[config.mk]
export PLATFORM = sky130hd
export DESIGN_NAME = toe_conn_table
export DESIGN_NICKNAME = d
export VERILOG_FILES = /design/src/rtl/toe_pkg.sv /design/src/rtl/toe_entry_cmp.sv /design/src/rtl/toe_conn_table.sv
export SDC_FILE = /design/constraint.sdc
export NUM_CORES = 1
export LEC_CHECK = 0
export CAP_MARGIN = 40
export CORE_MARGIN = 2
export CORE_UTILIZATION = 50
export CTS_BUF_LIST = sky130_fd_sc_hd__clkbuf_4
export CTS_CLUSTER_SIZE = 28
export DETAILED_ROUTE_END_ITERATION = 12
export PLACE_DENSITY = 0.82
export SLEW_MARGIN = 20
export SYNTH_ARGS = -nofsm -noshare
export SYNTH_HDL_FRONTEND = slang
export SYNTH_SLANG_ARGS = --single-unit
export TNS_END_PERCENT = 20
[constraint.sdc]
create_clock -name clk -period 14.2 [get_ports clk]
set_clock_uncertainty 0.2 [all_clocks]
set_input_delay 1.42 -clock clk [delete_from_list [all_inputs] [get_ports clk]]
set_output_delay 1.42 -clock clk [all_outputs]
set_load 0.1 [all_outputs]
[src/rtl/toe_pkg.sv]
`default_nettype none
// ============================================================================
// Module  : toe_pkg
// Purpose : Shared types and constants for the TCP connection-table engine:
//           request codes, reply status codes, entry word offsets, FSM states
//           and the read-tag record that follows a RAM read down its latency.
// Revision: 1.0 - initial release
// ============================================================================
package toe_pkg;

    localparam int SLOT_W = 6;

    typedef enum logic [1:0] {
        REQ_NONE   = 2'b00,
        REQ_OPEN   = 2'b01,
        REQ_CLOSE  = 2'b10,
        REQ_LOOKUP = 2'b11
    } req_code_e;

    localparam logic [1:0] ST_OK  = 2'b01;
    localparam logic [1:0] ST_NF  = 2'b10;
    localparam logic [1:0] ST_DUP = 2'b11;

    // Word offsets inside one 8-word entry
    localparam logic [2:0] W_HDR   = 3'd0;
    localparam logic [2:0] W_IPS   = 3'd1;
    localparam logic [2:0] W_IPD   = 3'd2;
    localparam logic [2:0] W_MACS  = 3'd3;
    localparam logic [2:0] W_MIX   = 3'd4;
    localparam logic [2:0] W_MACD  = 3'd5;
    localparam logic [2:0] W_PORTS = 3'd6;
    localparam logic [2:0] W_RSVD  = 3'd7;

    typedef enum logic [2:0] {
        CLEAR     = 3'd0,
        WAIT_RQ   = 3'd1,
        SEARCH    = 3'd2,
        WRITE     = 3'd3,
        CLOSE_CHK = 3'd4,
        RETURN    = 3'd5
    } state_e;

    // Travels alongside an outstanding read so the returning q word can be
    // attributed to its slot and word offset.
    typedef struct packed {
        logic              vld;
        logic [2:0]        word;
        logic [SLOT_W-1:0] slot;
    } rd_tag_t;

    // The four words a search needs, in issue order.
    function automatic logic [2:0] search_word(input logic [1:0] idx);
        case (idx)
            2'd0:    return W_HDR;
            2'd1:    return W_IPS;
            2'd2:    return W_IPD;
            default: return W_PORTS;
        endcase
    endfunction

endpackage
`default_nettype wire

[src/rtl/toe_entry_cmp.sv]
`default_nettype none
// ============================================================================
// Module  : toe_entry_cmp
// Purpose : Registered per-slot 4-tuple comparator. Consumes the words of one
//           entry as they return from RAM (header first) and accumulates a
//           match flag; results are valid the cycle after the ports word.
// Ports   : clk, rst        - clock, async active-high reset
//           en_i, word_i    - q_i carries entry word word_i this cycle
//           q_i             - RAM read data
//           ip_src_i, ip_dst_i, ports_i - key being searched
//           match_o, free_o - slot valid and equal / slot invalid
// Revision: 1.0 - initial release
// ============================================================================
module toe_entry_cmp
    import toe_pkg::*;
(
    input  logic        clk,
    input  logic        rst,
    input  logic        en_i,
    input  logic [2:0]  word_i,
    input  logic [31:0] q_i,
    input  logic [31:0] ip_src_i,
    input  logic [31:0] ip_dst_i,
    input  logic [31:0] ports_i,
    output logic        match_o,
    output logic        free_o
);

    logic        valid_q;
    logic        eq_q;
    logic [31:0] exp_word;

    always_comb begin
        exp_word = 32'd0;
        case (word_i)
            W_IPS:   exp_word = ip_src_i;
            W_IPD:   exp_word = ip_dst_i;
            W_PORTS: exp_word = ports_i;
            default: exp_word = 32'd0;
        endcase
    end

    // Header word restarts the accumulation for a new slot.
    always_ff @(posedge clk or posedge rst) begin
        if (rst) begin
            valid_q <= 1'b0;
            eq_q    <= 1'b0;
        end else if (en_i) begin
            if (word_i == W_HDR) begin
                valid_q <= q_i[31];
                eq_q    <= 1'b1;
            end else begin
                eq_q    <= eq_q & (q_i == exp_word);
            end
        end
    end

    assign match_o = valid_q & eq_q;
    assign free_o  = ~valid_q;

endmodule
`default_nettype wire

[src/rtl/toe_conn_table.sv]
`default_nettype none
// ============================================================================
// Module  : toe_conn_table
// Purpose : TCP connection-table engine. Keeps NUM_ENTRIES 8-word socket
//           entries in an external single-port RAM and serves OPEN / CLOSE /
//           LOOKUP with a level-held request/reply handshake.
// Ports   : clk, rst          - clock, async active-high reset
//           req_code, id_in   - request code and CLOSE slot index
//           ip_*, mac_*, port_* - connection operands
//           reply             - {status, slot}, 0 when idle
//           addr, data, wren, q - RAM port (q one cycle after addr)
//           busy, count       - engine busy, number of valid slots
// Revision: 1.0 - initial release
// ============================================================================
module toe_conn_table
    import toe_pkg::*;
#(
    parameter int NUM_ENTRIES = 16,
    parameter int ADDR_W      = 8,
    parameter int BASE_ADDR   = 0
) (
    input  logic                               clk,
    input  logic                               rst,
    input  logic [1:0]                         req_code,
    input  logic [7:0]                         id_in,
    input  logic [31:0]                        ip_src,
    input  logic [31:0]                        ip_dst,
    input  logic [47:0]                        mac_src,
    input  logic [47:0]                        mac_dst,
    input  logic [15:0]                        port_src,
    input  logic [15:0]                        port_dst,
    output logic [7:0]                         reply,
    output logic [ADDR_W-1:0]                  addr,
    output logic [31:0]                        data,
    output logic                               wren,
    input  logic [31:0]                        q,
    output logic                               busy,
    output logic [$clog2(NUM_ENTRIES+1)-1:0]   count
);

    localparam int                CNT_W     = $clog2(NUM_ENTRIES + 1);
    localparam logic [SLOT_W-1:0] LAST_SLOT = SLOT_W'(NUM_ENTRIES - 1);

    if (NUM_ENTRIES < 1 || NUM_ENTRIES > 64 ||
        (64'(BASE_ADDR) + 64'(8 * NUM_ENTRIES)) > (64'd1 << ADDR_W)) begin : g_param_check
        $error("toe_conn_table: table does not fit the RAM address space");
    end

    state_e             state_q, state_d;
    req_code_e          op_q, op_d;
    logic [SLOT_W-1:0]  id_q, id_d;
    logic [31:0]        ips_q, ips_d, ipd_q, ipd_d, ports_q, ports_d;
    logic [47:0]        macs_q, macs_d, macd_q, macd_d;
    logic [SLOT_W-1:0]  slot_q, slot_d;
    logic [2:0]         widx_q, widx_d;
    logic               iss_done_q, iss_done_d;
    logic               free_found_q, free_found_d;
    logic [SLOT_W-1:0]  free_slot_q, free_slot_d;
    rd_tag_t            tag1_q, tag1_d, tag2_q, tag3_q;
    logic [7:0]         reply_q, reply_d;
    logic [ADDR_W-1:0]  addr_q, addr_d;
    logic [31:0]        data_q, data_d;
    logic               wren_q, wren_d;
    logic               busy_q, busy_d;
    logic [CNT_W-1:0]   count_q, count_d;

    logic               cmp_match, cmp_free;
    logic [2:0]         wr_word;
    logic [31:0]        wr_data;
    logic               unused_id_bits;

    assign unused_id_bits = ^id_in[7:6];

    function automatic logic [ADDR_W-1:0] word_addr(input logic [SLOT_W-1:0] s,
                                                    input logic [2:0] w);
        return ADDR_W'(BASE_ADDR + 8 * int'(s) + int'(w));
    endfunction

    toe_entry_cmp u_cmp (
        .clk      (clk),
        .rst      (rst),
        .en_i     (tag2_q.vld),
        .word_i   (tag2_q.word),
        .q_i      (q),
        .ip_src_i (ips_q),
        .ip_dst_i (ipd_q),
        .ports_i  (ports_q),
        .match_o  (cmp_match),
        .free_o   (cmp_free)
    );

    // Header goes last so a half-written entry is never seen as valid.
    assign wr_word = (widx_q == 3'd7) ? W_HDR : widx_q + 3'd1;

    always_comb begin
        wr_data = 32'd0;
        case (wr_word)
            W_HDR:   wr_data = 32'h8000_0000;
            W_IPS:   wr_data = ips_q;
            W_IPD:   wr_data = ipd_q;
            W_MACS:  wr_data = macs_q[47:16];
            W_MIX:   wr_data = {macs_q[15:0], macd_q[47:32]};
            W_MACD:  wr_data = macd_q[31:0];
            W_PORTS: wr_data = ports_q;
            W_RSVD:  wr_data = 32'd0;
            default: wr_data = 32'd0;
        endcase
    end

    always_comb begin
        state_d      = state_q;
        op_d         = op_q;
        id_d         = id_q;
        ips_d        = ips_q;
        ipd_d        = ipd_q;
        ports_d      = ports_q;
        macs_d       = macs_q;
        macd_d       = macd_q;
        slot_d       = slot_q;
        widx_d       = widx_q;
        iss_done_d   = iss_done_q;
        free_found_d = free_found_q;
        free_slot_d  = free_slot_q;
        tag1_d       = '0;
        reply_d      = reply_q;
        addr_d       = addr_q;
        data_d       = data_q;
        wren_d       = 1'b0;
        count_d      = count_q;

        case (state_q)
            CLEAR: begin
                wren_d = 1'b1;
                addr_d = word_addr(slot_q, W_HDR);
                data_d = 32'd0;
                slot_d = slot_q + 6'd1;
                if (slot_q == LAST_SLOT) begin
                    slot_d  = '0;
                    state_d = WAIT_RQ;
                end
            end

            WAIT_RQ: begin
                if (req_code_e'(req_code) != REQ_NONE) begin
                    op_d         = req_code_e'(req_code);
                    id_d         = id_in[5:0];
                    ips_d        = ip_src;
                    ipd_d        = ip_dst;
                    ports_d      = {port_src, port_dst};
                    macs_d       = mac_src;
                    macd_d       = mac_dst;
                    slot_d       = '0;
                    widx_d       = 3'd0;
                    iss_done_d   = 1'b0;
                    free_found_d = 1'b0;
                    free_slot_d  = '0;
                    state_d      = (req_code_e'(req_code) == REQ_CLOSE) ? CLOSE_CHK : SEARCH;
                end
            end

            SEARCH: begin
                // Issue side: one read per cycle, four words per slot.
                if (!iss_done_q) begin
                    addr_d = word_addr(slot_q, search_word(widx_q[1:0]));
                    tag1_d = '{vld: 1'b1, word: search_word(widx_q[1:0]), slot: slot_q};
                    if (widx_q[1:0] == 2'd3) begin
                        widx_d = 3'd0;
                        if (slot_q == LAST_SLOT) iss_done_d = 1'b1;
                        else                     slot_d     = slot_q + 6'd1;
                    end else begin
                        widx_d = widx_q + 3'd1;
                    end
                end
                // Result side: comparator holds a full slot verdict here.
                if (tag3_q.vld && tag3_q.word == W_PORTS) begin
                    if (cmp_match) begin
                        reply_d = {(op_q == REQ_OPEN) ? ST_DUP : ST_OK, tag3_q.slot};
                        state_d = RETURN;
                    end else begin
                        if (cmp_free && !free_found_q) begin
                            free_found_d = 1'b1;
                            free_slot_d  = tag3_q.slot;
                        end
                        if (tag3_q.slot == LAST_SLOT) begin
                            if (op_q == REQ_LOOKUP || !(free_found_q || cmp_free)) begin
                                reply_d = {ST_NF, 6'd0};
                                state_d = RETURN;
                            end else begin
                                widx_d  = 3'd0;
                                state_d = WRITE;
                            end
                        end
                    end
                end
            end

            WRITE: begin
                wren_d = 1'b1;
                addr_d = word_addr(free_slot_q, wr_word);
                data_d = wr_data;
                widx_d = widx_q + 3'd1;
                if (widx_q == 3'd7) begin
                    count_d = count_q + CNT_W'(1);
                    reply_d = {ST_OK, free_slot_q};
                    state_d = RETURN;
                end
            end

            CLOSE_CHK: begin
                if (int'(id_q) >= NUM_ENTRIES) begin
                    reply_d = {ST_NF, id_q};
                    state_d = RETURN;
                end else if (!iss_done_q) begin
                    addr_d     = word_addr(id_q, W_HDR);
                    tag1_d     = '{vld: 1'b1, word: W_HDR, slot: id_q};
                    iss_done_d = 1'b1;
                end else if (tag2_q.vld) begin
                    if (q[31] && count_q != '0) begin
                        wren_d  = 1'b1;
                        addr_d  = word_addr(id_q, W_HDR);
                        data_d  = 32'd0;
                        count_d = count_q - CNT_W'(1);
                        reply_d = {ST_OK, id_q};
                    end else begin
                        reply_d = {ST_NF, id_q};
                    end
                    state_d = RETURN;
                end
            end

            RETURN: begin
                if (req_code_e'(req_code) == REQ_NONE) begin
                    reply_d = 8'd0;
                    state_d = WAIT_RQ;
                end
            end

            default: state_d = CLEAR;
        endcase

        busy_d = (state_d != WAIT_RQ);
    end

    always_ff @(posedge clk or posedge rst) begin
        if (rst) begin
            state_q      <= CLEAR;
            op_q         <= REQ_NONE;
            id_q         <= '0;
            ips_q        <= '0;
            ipd_q        <= '0;
            ports_q      <= '0;
            macs_q       <= '0;
            macd_q       <= '0;
            slot_q       <= '0;
            widx_q       <= '0;
            iss_done_q   <= 1'b0;
            free_found_q <= 1'b0;
            free_slot_q  <= '0;
            tag1_q       <= '0;
            tag2_q       <= '0;
            tag3_q       <= '0;
            reply_q      <= '0;
            addr_q       <= '0;
            data_q       <= '0;
            wren_q       <= 1'b0;
            busy_q       <= 1'b1;
            count_q      <= '0;
        end else begin
            state_q      <= state_d;
            op_q         <= op_d;
            id_q         <= id_d;
            ips_q        <= ips_d;
            ipd_q        <= ipd_d;
            ports_q      <= ports_d;
            macs_q       <= macs_d;
            macd_q       <= macd_d;
            slot_q       <= slot_d;
            widx_q       <= widx_d;
            iss_done_q   <= iss_done_d;
            free_found_q <= free_found_d;
            free_slot_q  <= free_slot_d;
            tag1_q       <= tag1_d;
            // Drain reads left over from an early-terminated search so they
            // cannot be mistaken for results of the next request.
            tag2_q       <= (state_q == WAIT_RQ) ? '0 : tag1_q;
            tag3_q       <= (state_q == WAIT_RQ) ? '0 : tag2_q;
            reply_q      <= reply_d;
            addr_q       <= addr_d;
            data_q       <= data_d;
            wren_q       <= wren_d;
            busy_q       <= busy_d;
            count_q      <= count_d;
        end
    end

    assign reply = reply_q;
    assign addr  = addr_q;
    assign data  = data_q;
    assign wren  = wren_q;
    assign busy  = busy_q;
    assign count = count_q;

endmodule
`default_nettype wire

; Yosys cells after proc, flatten, opt, wreduce, memory -nomap -nowiden
; Cells that the tools add are included.
[totals]
register_bits = 307
in_bits = 236
output_inout_bits = 55
[classes]
addsub = 6
magnitude_cmp = 1
n_eq_ne = 46
n_mux = 88
n_bitwise = 3
reduce_logical = 33
[op_table]
columns = op, n
row1 = $pmux W32 S8, 1
row2 = $pmux W32 S3, 2
row3 = $mux W32, 4
row4 = $mux W8, 15
row5 = $mux W3, 22
row6 = $pmux W8 S4, 2
row7 = $mux W10, 5
row8 = $mux W6, 8
row9 = $eq A32 B32 Y1, 1
row10 = $eq A3 B3 Y1 const B, 9
row11 = $ne A2 B2 Y1 const B, 13
row12 = $mux W5, 5
row13 = $pmux W10 S2, 1
row14 = $reduce_and A5 Y1, 4
row15 = $ne A3 B3 Y1 const B, 6
row16 = $pmux W3 S3, 2
row17 = $pmux W3 S6, 1
row18 = $pmux W6 S3, 1
row19 = $add A8 B3 Y8, 2
row20 = $eq A3 B2 Y1 const B, 5
row21 = $mux W1, 13
row22 = $eq A6 B4 Y1 const B, 2
row23 = $pmux W6 S2, 1
row24 = $reduce_bool A3 Y1, 4
row25 = 28 further kinds, 48

; Depth between registers and ports, before layout
; Gate-level depths: netlist (run 1).
[logic_depth]
ltp_word = 10
mapped_depth = 11
mapped_depth_nobuf = 9

; Hierarchy
; From an unflattened synthesis (run 1), not the netlist that was laid out.
[unflattened]
cells_unflattened = 1186
hier_area_um2 = 15482.3
[modules_own_cells]
columns = mod, instances, cells_per_inst, area_each_um2
row1 = toe_conn_table, 1, 965, 13485.4
row2 = toe_entry_cmp, 1, 221, 1996.9

; Least setup slack after synthesis (run 1)
; No wires, ideal clock.
[synth_path]
path_kind = input-to-reg
from = in q[31]
to = reg count_q[2], in the netlist count[2]
setup_ns = 0.126
arrival_time_ns = 2.576
required_ns = 13.874
setup_slack_ns = 11.298
cell_stages = 4
cell_sequence = a21boi_1 > nand4_1 > a211oi_2 > mux2_2
[synth_between]
elab_chain_cells = 3
[synth_lines]
columns = element, line_no
row1 = start: declaration, toe_conn_table.sv:36  ; input logic [31:0] q,
row2 = $logic_and A1 B1 Y1, toe_conn_table.sv:218  ; if (q[31] && count_q != '0) begin
row3 = $ne A2 B2 Y1 (no line), n/a
row4 = $reduce_and A6 Y1 (no line), n/a
row5 = end signal: assignment, toe_conn_table.sv:292  ; count_q <= count_d;
row6 = end: declaration, toe_conn_table.sv:65  ; logic [CNT_W-1:0] count_q, count_d;
; Every way passes these cells.
; A chain may end at the register's enable or synchronous reset.

; Worst setup path in the final report (run 1)
[layout_path]
from = in req_code[1]
to = reg ips_q[11]
[layout_between]
elab_chain_cells = 2
[layout_lines]
columns = element, line_no
row1 = start: declaration, toe_conn_table.sv:24  ; input logic [1:0] req_code,
row2 = $reduce_bool A2 Y1, toe_conn_table.sv:144  ; if (req_code_e'(req_code) != REQ_NONE) begin
row3 = $reduce_and A2 Y1 (no line), n/a
row4 = end signal: assignment, toe_conn_table.sv:272  ; ips_q <= ips_d;
row5 = end: declaration, toe_conn_table.sv:52  ; logic [31:0] ips_q, ips_d, ipd_q, ipd_d, ports_q, ports_d;
; Every way passes these cells.

==> flow_summary.toml, run 1 <==
[critical_path]
cp_num_buf_inv = 5
path_max_fanout = 81
slowest_delay_ns = 0.63
cp-end-kind = "flop"
crit_path_top_delay_cell = "clkdlybuf4s50_1"
required_ns = 14.65
cp_cell_sequence = "clkdlybuf4s50_1 -> nor2_1 -> nor2_4 -> buf_4 -> buf_12 -> buf_4 -> buf_16 -> nand2_1 -> nand2_1"
setup.worst_path.class = "input pin to flop"
worst-endpoint-arrival_ns = 4.30
cpLargestDelayFamily = "buffers and inverters"
setup.worst_path.start_class = "input pin"

[synth]
synth_commonest_cells = "645 x nand2_1, 306 x dfrtp_1, 82 x clkbuf_1"
synthArstFlopShare_pct = 100
synth.top_cell.area_share_pct = 50.1
synth.mux.area_fraction_pct = 3.75
synth_compound_area_share_pct = 11.8
syn_avg_cell_area_um2 = 9.31
yosys.area_share.adder_pct = 1.19
yosysSeqAreaShare_pct = 50.3
ys_seq_elements = 307
synthesis.area_um2 = 15300
ys.flop_type = "dfrtp_1"
synth_top_area_cell = "dfrtp_1"
synth_nets = 1892
ys_warn_count = 0
synthSimpleGateAreaFrac_pct = 28.7
syn_inst = 1642
synth_top_family_by_area = "simple AND/OR/NAND/NOR gates"
synthTopCellsByArea = "dfrtp_1 50%, nand2_1 16%, nand4bb_1 4.7%"
synth_edf_count = 0
yosysMostFrequentCell = "nand2_1"
ys_types = 59
synth-xor-area-share_pct = 0.286

[timing]
slew_headroom_pct = 34.4
finalSetupViolCount = 0
fin_crit_ns = 3.85
slew_viol_final = 0
fin_tns_setup_ns = 0
worst_pin_slew_ns = 0.984
post-route-period-util_pct = 27.1
rsz0062_at_grt = "false"
hold_viol = 0
clock.fmax_mhz = 260

[floorplan]
initial_core_util_pct = 50.4
die_h_um = 179
row_count = 64
core_um2 = 30300
dieArea_um2 = 32000
io_pins = 291
die_x_um = 179

[placement]
dp_hpwl_um = 33900
dpl.cell_count = 2289
gp_congestion = 0.857
portBuffers = 288

[clock_network]
ctsResizeCount = 0
cts.path.max_buffers = 3
insertion_delay_ns = 0.73
cts_tree = "yes"
cts_buffers = 83
postCtsHoldBufs = 0
clk_pin_slew_worst_paths_ns = 0.06
cts.sinks = 307
clockRootBuffer = "clkbuf_4"
htreeDepth = 3
post_cts_buffers = 0

[route]
routed_wl_um = 49400
vias_per_cell = 5.84
dr.pass1.iters = 9
drc = 0
first_iter_violations = 1437
wl_per_cell_um = 20.3
drtAntennaViolNets = 0
dr_total_vias = 14200

[global_routing]
grt.total_usage_pct = 31.0
antenna_found_initial = 9
grt-ovfl-total = 0
grt_max_degree = 168
grt_pass1_wl_um = 76100
grt_pass1_vias = 14300

[final_layout]
stdcell_count = 2436
seq_area_um2 = 7690
fillCellCount = 2302
areaGrowthSynthToFinish_pct = 34.0
layout.nets = 2231
drive_gt1_share_pct = 14.4
multi_input_area_um2 = 7060

[pwr]
ir_drop_uv = 61.7
power_density_nw_per_um2 = 105
p_leak_nw = 9.34

[status]
status = "completed"

[min_path]
hp-class = "flop to flop"

[run]
drv_cap = 0
[where the power goes]
part	internal [mW]	leakage, nW	switching [mW]
clock network	0.446	0.633	0.373
logic	0.150	4.85	0.184
registers	0.939	3.86	0.0547
[worst paths after layout]
| check | endpoint | depth (start not counted) | start | slack [ns] |
|---|---|---|---|---|
| setup / recovery | ips_q[11] | 9 | req_code[1] | 10.35 |
| hold / removal | tag3_q[2] | 1 | tag2_q[2] | 0.25 |
| setup reg to reg | data[9] | 9 | widx_q[0] | 10.50 |
| hold reg to reg | tag3_q[2] | 1 | tag2_q[2] | 0.25 |
| max in group asynchronous | ports_q[22] | 3 | rst | 11.68 |
| min in group asynchronous | ports_q[3] | 2 | rst | 0.88 |
[layout make-up]
class                           instances  share of cell area (%)
Sequential cell                       307                    37.5
Multi-Input combinational cell       1203                    34.5
Timing Repair Buffer                  371                    20.0
Clock buffer                          123                    4.51
Tap cell                              396                    2.42
Clock inverter                         14                   0.648
Inverter                               15                   0.312
Antenna cell                            7                  0.0855
[cell usage in the layout (no fill, tap or decap), types with 6 or more instances in the layout]
| master | synthesis | routed |
|---|---|---|
| buf_8 | 1 | 53 |
| nand4_1 | 21 | 21 |
| a222oi_1 | 31 | 31 |
| dfrtp_1 | 306 | 303 |
| clkinv_1 | 0 | 8 |
| nor4b_1 | 10 | 10 |
| nand4b_1 | 32 | 32 |
| clkbuf_4 | 0 | 124 |
| diode_2 | 0 | 7 |
| mux2_2 | 50 | 50 |
| a21oi_1 | 13 | 11 |
| o21ai_0 | 50 | 50 |
| o21ai_1 | 11 | 10 |
| nor3_1 | 6 | 6 |
| inv_1 | 13 | 12 |
| and4_1 | 16 | 16 |
| a21o_1 | 6 | 6 |
| and2_1 | 26 | 26 |
| a22o_1 | 39 | 39 |
| a31oi_1 | 34 | 34 |
| a22oi_1 | 40 | 40 |
| nor4b_2 | 8 | 7 |
| nand3_1 | 12 | 12 |
| nand4bb_1 | 64 | 64 |
| buf_16 | 0 | 7 |
| clkdlybuf4s50_1 | 0 | 288 |
| nor2_1 | 18 | 17 |
| buf_4 | 8 | 15 |
| nand2_1 | 645 | 645 |
| ha_1 | 13 | 11 |
| o211ai_1 | 6 | 6 |
[sequential cells by signal, indices dropped and copies added (netlist names), 8 cells and up]
register	count
macs_q	48
data	32
ports_q	32
ips_q	32
addr	8
macd_q	48
tag3_q	10
ipd_q	32
reply	8
tag1_q	10
tag2_q	10
[per-stage QoR]
step	util (%)	cell area, um2	setup WS [ns]	power [mW]	hold WS, ns
after floorplan	-	15300	4.09	1.17	0.228
after global placement	60.4	18300	9.33	1.30	0.231
after detailed placement	63.8	19400	9.38	1.34	0.235
after CTS	67.3	20400	9.87	2.16	0.250
after global routing	67.5	20500	10.23	2.24	0.272
final	67.5	20500	10.35	2.15	0.250
[logic make-up after synthesis]
family | Yosys count
mux | 51
buf+inv | 132
simple gates | 882
xor+xnor | 5
flops | 307
fa+ha+maj | 14
compound gates | 251
[per-layer routing]
layer	share of wire, %	global-route usage (%)	wire [um]
met1	40	39.9	19500
met2	47	50.0	23400
met3	9.1	6.91	4500
met4	4.1	14.9	2000
met5	0.024	0	12
(Power assumes the default switching activity.)
==> run 2: changes to the inputs <==
--- a/config.mk
+++ b/config.mk
@@ -7,11 +7,11 @@
 export LEC_CHECK = 0
 export CAP_MARGIN = 40
 export CORE_MARGIN = 2
-export CORE_UTILIZATION = 50
+export CORE_UTILIZATION = 49
 export CTS_BUF_LIST = sky130_fd_sc_hd__clkbuf_4
 export CTS_CLUSTER_SIZE = 28
 export DETAILED_ROUTE_END_ITERATION = 12
-export PLACE_DENSITY = 0.82
+export PLACE_DENSITY = 0.84
 export SLEW_MARGIN = 20
 export SYNTH_ARGS = -nofsm -noshare
 export SYNTH_HDL_FRONTEND = slang
==> constraint.sdc (replaced) <==
create_clock -name clk -period 3.4 [get_ports clk]
set_clock_uncertainty 0.2 [all_clocks]
set_input_delay 0.34 -clock clk [delete_from_list [all_inputs] [get_ports clk]]
set_output_delay 0.34 -clock clk [all_outputs]
set_load 0.1 [all_outputs]
==> flow_summary.toml, run 2 (synthesis gave the netlist of run 1 again) <==
[status]
status = "completed"

[pwr]
internal-power_mw = 6.35
p_sw_mw = 2.71
power_density_nw_per_um2 = 407
ir_drop_uv = 270
p_leak_nw = 10.1
clock_power_share_pct = 36.4
seqPwrFrac_pct = 46.0
p_sw_share_pct = 29.9
power_frac_comb_pct = 17.6

[floorplan]
initial_core_util_pct = 49.8
die_h_um = 181
dieArea_um2 = 32600
die_x_um = 181
io_pins = 291
row_count = 64
core_um2 = 30700

[critical_path]
regToRegSetupSlack_ns = 0.27
cpLargestDelayFamily = "adder cells"
path_max_fanout = 24
r2r.worst_path.cells = 8
cp_cell_sequence = "ha_1 -> inv_1 -> ha_2 -> buf_4 -> mux2_2 -> a22oi_1 -> o21ai_0 -> a22o_1"
required_ns = 3.78
r2r-start = "widx_q[0]"
endpoint = "data[10]"
crit_path_top_delay_cell = "dfrtp_1"
cp_num_buf_inv = 2
worst-endpoint-arrival_ns = 3.51
setup.worst_path.class = "flop to flop"
crit_path_start = "widx_q[0]"
cp.depth = 8
cp-end-kind = "flop"
worst_r2r_endpoint = "data[10]"
slowest_delay_ns = 0.51
setup.worst_path.start_class = "flop"

[global_routing]
grt_pass1_wl_um = 86700
grt.total_usage_pct = 33.8
grt-ovfl-total = 0
grt_max_degree = 118
grt_pass1_vias = 16200
antenna_found_initial = 11

[clock_network]
htreeDepth = 3
cts_tree = "yes"
clk_pin_slew_worst_paths_ns = 0.07
insertion_delay_ns = 0.70
cts.sinks = 307
clockRootBuffer = "clkbuf_4"
ctsResizeCount = 0
cts_buffers = 81
cts.path.max_buffers = 3
post_cts_buffers = 0

[placement]
dpl_cell_area_um2 = 19500
dp_hpwl_um = 34400
gp_congestion = 0.914
portBuffers = 288
dpl.cell_count = 2300

[route]
routed_wl_um = 55400
dr_total_vias = 15500
first_iter_violations = 1709
drtAntennaViolNets = 0
wl_per_cell_um = 21.1
vias_per_cell = 5.91
dr.pass1.iters = 9
drc = 0

[final_layout]
final_cell_area_um2 = 22300
seq_area_um2 = 7690
multi_input_area_um2 = 7060
fillCellCount = 2008
mostFrequentLayoutCells = "645 x nand2_1, 303 x dfrtp_1, 282 x clkdlybuf4s50_1"
layout.nets = 2411
layout_commonest_cell = "nand2_1"
reg_top3 = "macd_q x48, macs_q x48"
areaGrowthSynthToFinish_pct = 45.6
drive_gt1_share_pct = 13.7
stdcell_count = 2623

[timing]
hold_viol = 0
slew_headroom_pct = 45.9
finalSetupViolCount = 0
post-route-period-util_pct = 92.2
worst_pin_slew_ns = 0.808
clock.fmax_mhz = 319
fin_crit_ns = 3.13
rsz0062_at_grt = "false"
slew_viol_final = 0
holdWs_ns = 0.0553

[min_path]
hp-class = "input pin to flop"
hold_depth = 3

[run]
drv_cap = 0
run 2: cell types whose count changed in the layout (fill, tap and decap cells not counted), moves of 2 or more:
cell / previous run / this run
buf_12: 4 / 10
buf_4: 15 / 36
buf_6: 2 / 0
buf_8: 53 / 44
bufinv_16: 3 / 1
clkbuf_4: 124 / 118
clkdlybuf4s50_1: 288 / 282
clkinv_1: 8 / 15
clkinv_2: 1 / 3
clkinvlp_4: 0 / 3
dlygate4sd3_1: 0 / 173
inv_2: 4 / 2
run 2: layout make-up:
| class | instances | area share [%] |
|---|---|---|
| Clock buffer | 118 | 3.98 |
| Inverter | 15 | 0.270 |
| Sequential cell | 307 | 34.5 |
| Timing Repair Buffer | 553 | 26.5 |
| Multi-Input combinational cell | 1203 | 31.7 |
| Tap cell | 396 | 2.23 |
| Antenna cell | 8 | 0.0900 |
| Clock inverter | 23 | 0.602 |
run 2: repair_timing:
action	CTS	global route
hold buffers	170	3
hold endpoints to repair	182	3
setup endpoints to repair	0	0
run 2: worst reg2reg max path, stage by stage, from the launching register on:
cell,delay [ns]
dfrtp_1,0.51
ha_1,0.29
inv_1,0.12
ha_2,0.50
buf_4,0.45
mux2_2,0.42
a22oi_1,0.17
o21ai_0,0.14
a22o_1,0.24
run 2: worst min path at each step:
| stage | start | end | slack (ns) |
|---|---|---|---|
| after global routing | ip_dst[31] | ipd_q[31] | 0.005 |
| after floorplan | tag1_q[0] | tag2_q[0] | 0.23 |
| after detailed placement | tag1_q[1] | tag2_q[1] | 0.23 |
| after global placement | tag2_q[5] | tag3_q[5] | 0.23 |
| final | ip_src[27] | ips_q[27] | 0.06 |
| after CTS | mac_dst[31] | macd_q[31] | 0.003 |
run 2: power by group through the flow:
| stage | registers [mW] | logic, mW | clock network, mW |
|---|---|---|---|
| 2_1_floorplan | 4.26 | 0.633 | 0 |
| 4_1_cts | 4.15 | 1.55 | 3.32 |
| 3_3_place_gp | 4.20 | 1.27 | 0 |
| 6_report | 4.16 | 1.60 | 3.30 |
| 5_1_grt | 4.18 | 1.73 | 3.53 |
| 3_5_place_dp | 4.21 | 1.38 | 0 |
run 2: metal layers:
metal	track usage, %	share of wire [%]	vias up
met2	56.1	49	970
met5	0	0.047	-
met1	40.5	37	7454
met3	7.66	9.0	219
li1	-	-	6846
met4	19.1	5.3	4
run 2: through the flow:
step	setup slack, ns	utilization [%]	total power, mW	setup TNS [ns]
6_report	0.265	72.6	9.06	0
5_1_grt	0.152	72.5	9.44	0
4_1_cts	0.372	72.4	9.01	0
3_5_place_dp	0.362	63.5	5.59	0
3_3_place_gp	0.491	60.6	5.47	0
2_1_floorplan	-1.22	-	4.90	-374.72
==> run 3: changes to the inputs <==
--- a/config.mk
+++ b/config.mk
@@ -6,6 +6,7 @@
 export NUM_CORES = 1
 export LEC_CHECK = 0
 export CAP_MARGIN = 40
+export CORE_ASPECT_RATIO = 1.4
 export CORE_MARGIN = 2
 export CORE_UTILIZATION = 49
 export CTS_BUF_LIST = sky130_fd_sc_hd__clkbuf_4
==> flow_summary.toml, run 3 (synthesis gave the netlist of run 1 again) <==
[status]
status = "completed"

[timing]
hold_viol = 0
worst_pin_slew_ns = 0.811
holdWs_ns = 0.0278
rsz0062_at_grt = "false"
clock.fmax_mhz = 326
fin_ws_ns = 0.333
finalSetupViolCount = 0
slew_viol_final = 0
post-route-period-util_pct = 90.2
fin_crit_ns = 3.07
slew_headroom_pct = 45.7

[final_layout]
final_cell_area_um2 = 22100
stdcell_count = 2615
areaGrowthSynthToFinish_pct = 44.4
layout.nets = 2414
layout_commonest_cell = "nand2_1"
drive_gt1_share_pct = 13.3
mostFrequentLayoutCells = "645 x nand2_1, 303 x dfrtp_1, 270 x clkdlybuf4s50_1"
reg_top3 = "macd_q x48, macs_q x48"

[clock_network]
insertion_delay_ns = 0.74
cts_buffers = 77
cts.sinks = 307
clk_pin_slew_worst_paths_ns = 0.08
ctsResizeCount = 0
post_cts_buffers = 0
clockRootBuffer = "clkbuf_4"
cts_tree = "yes"
cts.path.max_buffers = 3
htreeDepth = 3

[critical_path]
regToRegSetupSlack_ns = 0.33
setup.worst_path.class = "flop to flop"
slowest_delay_ns = 0.52
setup.worst_path.start_class = "flop"
cp-end-kind = "flop"
required_ns = 3.87
worst-endpoint-arrival_ns = 3.53
crit_path_top_delay_cell = "dfrtp_1"
cp_cell_sequence = "ha_1 -> inv_1 -> ha_2 -> buf_12 -> nor2b_4 -> buf_4 -> a22oi_1 -> o21ai_0 -> a22o_1"
path_max_fanout = 30

[placement]
dpl_cell_area_um2 = 19200
portBuffers = 288
dp_hpwl_um = 35800
dpl.cell_count = 2285
gp_congestion = 0.858
place_ws_ns = 0.416

[floorplan]
row_count = 76
initial_core_util_pct = 49.8
dieArea_um2 = 32600
io_pins = 291
core_um2 = 30700
die_x_um = 153
die_h_um = 213

[route]
first_iter_violations = 1587
drtAntennaViolNets = 0
routed_wl_um = 59700
wl_per_cell_um = 22.8
dr.pass1.iters = 8
drc = 0
dr_total_vias = 15800
vias_per_cell = 6.05

[global_routing]
grt_max_degree = 119
antenna_found_initial = 12
grt_pass1_vias = 16500
grt_pass1_wl_um = 91900
grt.total_usage_pct = 36.6
grt-ovfl-total = 0

[pwr]
ir_drop_uv = 249
p_leak_nw = 10.0
power_density_nw_per_um2 = 403

[min_path]
hp-class = "input pin to flop"

[run]
drv_cap = 0
==> run 3: cell types whose count changed in the layout (fill, tap and decap cells not counted) <==
cell / before / now
buf_8: 44 / 37
buf_12: 10 / 13
buf_16: 8 / 2
clkinvlp_4: 3 / 1
inv_6: 1 / 0
inv_2: 2 / 6
buf_4: 36 / 48
dlygate4sd3_1: 173 / 190
clkinv_1: 15 / 14
clkinv_4: 1 / 0
clkdlybuf4s50_1: 282 / 270
clkbuf_4: 118 / 106
diode_2: 8 / 12
==> run 3: timing repair <==
item                       in CTS  in global routing
hold endpoints to repair      279                  0
hold buffers                  190                  0
setup endpoints to repair       0                  0
==> run 3: where the power goes <==
| part | switching, mW | internal [mW] | total, mW | leakage, nW |
|---|---|---|---|---|
| Clock | 1.60 | 1.51 | 3.11 | 0.553 |
| Sequential | 0.240 | 3.92 | 4.16 | 3.86 |
| Combinational | 0.879 | 0.756 | 1.64 | 5.62 |
==> run 3: critical path, delay by kind of cell (launching register included) <==
family,cells,cell delay [ns]
buffers and inverters,3,0.71
adder cells (fa/ha/maj),2,0.69
AO/OA/AOI/OAI,3,0.65
flip-flops,1,0.52
AND/OR/NAND/NOR,1,0.19
==> run 3: layer usage <==
| metal | vias to the layer above | share of wire, % | GRT usage (%) |
|---|---|---|---|
| met3 | 290 | 9.1 | 8.34 |
| met1 | 7604 | 34 | 41.6 |
| li1 | 6861 | - | - |
| met4 | 4 | 6.4 | 22.8 |
| met2 | 1073 | 50 | 62.6 |
| met5 | - | 0.045 | 0 |
==> run 3: layout make-up <==
| type | instances | area [um2] |
|---|---|---|
| multi-input combinational | 1203 | 7060 |
| sequential | 307 | 7690 |
| clock buffer | 106 | 796 |
| antenna | 12 | 30.0 |
| inverter | 15 | 60.1 |
| clock inverter | 22 | 113 |
| timing repair buffer | 560 | 5840 |
| tap | 390 | 488 |
| fill | 2051 | 8640 |
==> run 3: stage by stage <==
stage                     TNS [ns]  total power, mW  util, %
after floorplan            -374.72             4.90        -
after global placement           0             5.49     60.5
after detailed placement         0             5.59     62.6
after CTS                        0             8.79     71.8
after global routing             0             9.27     71.9
final                            0             8.90     71.9
==> run 3: path summary, 6_finish.rpt <==
check                        endpoint  cells past startpoint        start
setup reg to reg              data[8]                      9    widx_q[0]
setup / recovery              data[8]                      9    widx_q[0]
max in group asynchronous     id_q[5]                      5          rst
hold reg to reg             tag3_q[5]                      1    tag2_q[5]
hold / removal             macs_q[46]                      3  mac_src[46]
min in group asynchronous        wren                      3          rst
